## config.mk

```make
export PLATFORM = sky130hd
export DESIGN_NAME = frame_packer
export DESIGN_NICKNAME = d
export VERILOG_FILES = /design/src/rtl/frame_packer.sv
export SDC_FILE = /design/constraint.sdc
export NUM_CORES = 1
export LEC_CHECK = 0
export ABC_AREA = 1
export CAP_MARGIN = 20
export CORE_ASPECT_RATIO = 0.6
export CORE_MARGIN = 2
export CORE_UTILIZATION = 30
export DETAILED_ROUTE_END_ITERATION = 10
export GPL_ROUTABILITY_DRIVEN = 0
export GPL_TIMING_DRIVEN = 0
export PLACE_DENSITY = 0.52
export SYNTH_ARGS = -nofsm -noshare
export SYNTH_HDL_FRONTEND = slang
export SYNTH_SLANG_ARGS = --single-unit
```

## constraint.sdc

```tcl
create_clock -name clk -period 3.75 [get_ports clk]
set_input_delay 0.75 -clock clk [delete_from_list [all_inputs] [get_ports clk]]
set_output_delay 0.75 -clock clk [all_outputs]
set_load 0.01 [all_outputs]
```

## src/rtl/frame_packer.sv

```systemverilog
// Frames each measurement word as HEADER, seq, payload (MSB first), chk and feeds
// the bytes to the SPI sender over its enable/busy handshake; one-deep pending buffer.
module frame_packer #(
  parameter int unsigned PAYLOAD_BYTES = 4,
  parameter logic [7:0]  HEADER        = 8'hA5,
  parameter int unsigned BUSY_TIMEOUT  = 16
) (
  input  logic                       clk,
  input  logic                       rst,
  input  logic [8*PAYLOAD_BYTES-1:0] meas_data,
  input  logic                       meas_valid,
  output logic [7:0]                 byte_data,
  output logic                       send_en,
  input  logic                       send_busy,
  output logic                       frame_busy,
  output logic                       overrun,
  output logic                       tx_err
);

  localparam int unsigned PW = 8 * PAYLOAD_BYTES;
  localparam int unsigned CW = $clog2(BUSY_TIMEOUT + 1);
  localparam logic [CW-1:0] TO_LAST = CW'(BUSY_TIMEOUT - 1);
  localparam logic [3:0]    CHK_IDX = 4'(PAYLOAD_BYTES + 2);

  typedef enum logic [1:0] {IDLE, REQ, WAIT_HI, WAIT_LO} state_t;

  state_t          state_q, state_d;
  logic [PW-1:0]   word_q, word_d;
  logic            pend_q, pend_d;
  logic [PW-1:0]   shreg_q, shreg_d;
  logic [3:0]      idx_q, idx_d;
  logic [7:0]      byte_q, byte_d;
  logic [7:0]      seq_q, seq_d;
  logic [7:0]      chk_q, chk_d;
  logic [CW-1:0]   cnt_q, cnt_d;
  logic            consume;
  logic            send_en_c, tx_err_c;

  assign consume = (state_q == IDLE) && pend_q;

  // A new word always lands in the buffer; it only counts as an overrun when the
  // old word is not being moved to the shift register in the same cycle.
  always_comb begin
    word_d = word_q;
    pend_d = pend_q;
    if (meas_valid) begin
      word_d = meas_data;
      pend_d = 1'b1;
    end else if (consume) begin
      pend_d = 1'b0;
    end
  end

  always_comb begin
    state_d   = state_q;
    shreg_d   = shreg_q;
    idx_d     = idx_q;
    byte_d    = byte_q;
    seq_d     = seq_q;
    chk_d     = chk_q;
    cnt_d     = cnt_q;
    send_en_c = 1'b0;
    tx_err_c  = 1'b0;
    case (state_q)
      IDLE: begin
        if (pend_q) begin
          shreg_d = word_q;
          byte_d  = HEADER;
          idx_d   = '0;
          chk_d   = seq_q;
          state_d = REQ;
        end
      end
      REQ: begin
        if (!send_busy) begin
          send_en_c = 1'b1;
          cnt_d     = '0;
          state_d   = WAIT_HI;
        end
      end
      WAIT_HI: begin
        if (send_busy) begin
          state_d = WAIT_LO;
        end else if (cnt_q == TO_LAST) begin
          tx_err_c = 1'b1;
          state_d  = IDLE;
        end else begin
          cnt_d = cnt_q + CW'(1);
        end
      end
      WAIT_LO: begin
        if (!send_busy) begin
          if (idx_q == CHK_IDX) begin
            seq_d   = seq_q + 8'd1;
            state_d = IDLE;
          end else begin
            idx_d   = idx_q + 4'd1;
            state_d = REQ;
            if (idx_q == 4'd0) begin
              byte_d = seq_q;
            end else if (idx_q == CHK_IDX - 4'd1) begin
              byte_d = chk_q;
            end else begin
              // Payload byte leaves the top of the shift register and joins the checksum.
              byte_d  = shreg_q[PW-1 -: 8];
              shreg_d = shreg_q << 8;
              chk_d   = chk_q + shreg_q[PW-1 -: 8];
            end
          end
        end
      end
      default: state_d = IDLE;
    endcase
  end

  always_ff @(posedge clk) begin
    if (rst) begin
      state_q <= IDLE;
      word_q  <= '0;
      pend_q  <= 1'b0;
      shreg_q <= '0;
      idx_q   <= '0;
      byte_q  <= '0;
      seq_q   <= '0;
      chk_q   <= '0;
      cnt_q   <= '0;
    end else begin
      state_q <= state_d;
      word_q  <= word_d;
      pend_q  <= pend_d;
      shreg_q <= shreg_d;
      idx_q   <= idx_d;
      byte_q  <= byte_d;
      seq_q   <= seq_d;
      chk_q   <= chk_d;
      cnt_q   <= cnt_d;
    end
  end

  assign byte_data  = byte_q;
  assign frame_busy = (state_q != IDLE);
  assign send_en    = send_en_c && !rst;
  assign tx_err     = tx_err_c && !rst;
  assign overrun    = meas_valid && pend_q && !consume && !rst;

endmodule
```

==> results.cfg <==
[cells_and_area]
area_growth_pct = 21.6
final_area_um2 = 5760
insertedDiodeCount = 0
layout_commonest_cell = nand2_1
n_fill_cell = 1635
fin_cells = 942
num-nets-final = 785
drive_gt1_share_pct = 5.14
final_cell_mix = nand2_1 (134), dfxtp_1 (100), nor2_1 (95), inv_1 (74), a21oi_1 (69)

[route]
drt_drc_violations_left = 0
drt-initial-drc-count = 357
routed_via_density = 4.78
routed_wirelength_mm = 13.6
vias = 4505
first_pass_iters = 5
wl_per_cell_um = 14.5
ant_nets = 0

[grt]
antenna_found_initial = 0
grt_pass1_wl_mm = 22.3
grt-ovfl-total = 0
grt_pass1_vias = 4410
track_usage_pct = 16.7
grt_max_degree = 19

[run_status]
status = complete, no violations

[clock_network]
clkTransAtPathRegs_ns = 0.07
cts_resized = 0
postCtsSetupBuffers = 0
cts_buffer_depth = 2
clkSinkCount = 100
htree_levels = 3
hold_buffers = 0
cts_buffers = 9
insertion_delay_ns = 0.35
cts_tree = yes
ctsRootBufferMaster = clkbuf_16

[critical_path]
crit_required_ns = 3.00
reg2reg_to = shreg_q[16]
end_kind = output pin
critical_path_class = input port to output pin
start_kind = input port
ff2ff_path_depth = 9
cp_max_fo = 10
r2r_slack_ns = 1.85
crit_arrival_ns = 2.76
rr_startpoint = idx_q[0]

[power]
power.density_nw_per_um2 = 491
p_sw_mw = 0.896
seq_power_share_pct = 43.7
internal-power_mw = 1.93
p_clk_share_pct = 34.7
sw_frac_of_total_pct = 31.7
total_power_mw = 2.83
p_leak_nw = 2.34
p_comb_share_pct = 21.6
peakVddDrop_uv = 179

[sta]
finalCriticalPeriod_ns = 3.51
fin_crit_sh_pct = 93.5
tns_ns = 0
setup_viol = 0
fin_worst_skew_ns = 0.00628
timing.final.ws_setup_ns = 0.242
rsz0062_at_grt = no
slew_headroom_pct = 46.8
slew_violations = 0
fmax_mhz = 285
hold_viol = 0
worst_pin_slew_ns = 0.794

[place]
dpl.hpwl_mm = 10.5
post-place-cells = 926
dpl-instance-area_um2 = 5450
place_ws_ns = 0.200
io_buffers = 46

[die]
core.rowCount = 35
initial_core_util_pct = 30.7
core_region_area_um2 = 15400
die_area_um2 = 16800
ios = 48
die_height_um = 101
die_w_um = 166

[synth]
synth_edf_count = 0
synth.distinct_cells = 32
syn_area_per_cell_um2 = 7.00
syn_area_um2 = 4740
syn_inst = 677
ys_seq_elements = 100
ys_warn_count = 0
ys_async_sr_fraction_pct = 0
ys_seq_area_share_pct = 42.3
synth_ff_type = dfxtp_1
synth.net_count = 728

[worst_hold_path]
hold_depth = 2
hp-class = register to register
hold_path_end = shreg_q[17]
hold_path_startpoint = shreg_q[17]

[job]
maxCapViolCount = 0
## metal layers
metal | GRT usage, % | wire (um)
met1 | 25.5 | 7570
met2 | 24.4 | 5280
met3 | 3.09 | 645
met4 | 3.51 | 125
met5 | 0 | 0
## cell usage after synthesis, types with 2 or more instances
master,instances,share of area [%]
a21oi_1,69,7.3
buf_2,3,0.32
buf_6,5,1.2
clkbuf_1,24,1.9
dfxtp_1,100,42
ha_1,14,3.7
inv_1,74,5.9
inv_2,3,0.24
nand2_1,134,11
nand2_2,4,0.53
nand3_1,20,2.1
nand4_1,3,0.40
nor2_1,95,7.5
nor2_2,2,0.26
nor3_1,5,0.53
o211a_1,2,0.42
o211ai_1,7,1.1
o21ai_0,68,7.2
o21ai_1,28,3.0
o22ai_1,2,0.26
xor2_1,4,0.74
## metrics by stage
stage / utilization, % / hold slack (ns)
after floorplan: - / 0.425
after global placement: 35.4 / 0.435
after detailed placement: 35.4 / 0.440
after CTS: 37.4 / 0.452
after global routing: 37.4 / 0.467
final: 37.4 / 0.451
## critical path, cell delays in order
cell and delay, ns:
clkdlybuf4s50_1 0.56, clkinv_1 0.21, clkbuf_1 0.38, nor3_1 0.29, clkdlybuf4s50_1 0.57
## area by class of cell
cell class / instances / area, um2 / area share [%]
Inverter: 78 / 293 / 5.08
Clock buffer: 9 / 225 / 3.91
Timing Repair Buffer: 46 / 460 / 7.99
Clock inverter: 7 / 83.8 / 1.46
Tap cell: 203 / 254 / 4.41
Multi-Input combinational cell: 466 / 2270 / 39.5
Sequential cell: 100 / 2000 / 34.8
Buffer: 33 / 169 / 2.93
## sequential cells by signal, indices dropped and copies added (netlist names)
name / flops
shreg_q: 32
word_q: 32
byte_data: 8
chk_q: 8
seq_q: 8
cnt_q: 5
idx_q: 4
state_q: 2
pend_q: 1
## worst max path at each step
stage	cells after the start	startpoint	to
after global routing	5	meas_valid	overrun
after floorplan	3	meas_valid	overrun
after detailed placement	5	meas_valid	overrun
final	5	meas_valid	overrun
after CTS	5	meas_valid	overrun
after global placement	5	meas_valid	overrun
## power groups by stage
stage | clock network (mW) | logic (mW) | registers (mW)
3_5_place_dp | 0 | 0.602 | 1.26
2_1_floorplan | 0 | 0.402 | 1.25
6_report | 0.982 | 0.611 | 1.24
3_3_place_gp | 0 | 0.589 | 1.26
5_1_grt | 1.03 | 0.692 | 1.25
4_1_cts | 0.991 | 0.605 | 1.24
## cell families after synthesis
kind of cell | count (synthesis) | share of synthesized area, %
XOR/XNOR | 5 | 0.924
flip-flops | 100 | 42.3
AO/OA/AOI/OAI | 179 | 19.9
adder cells (fa/ha/maj) | 15 | 4.12
AND/OR/NAND/NOR | 267 | 23.0
buffers and inverters | 111 | 9.75
No activity file was read; power rests on OpenSTA's default activity.
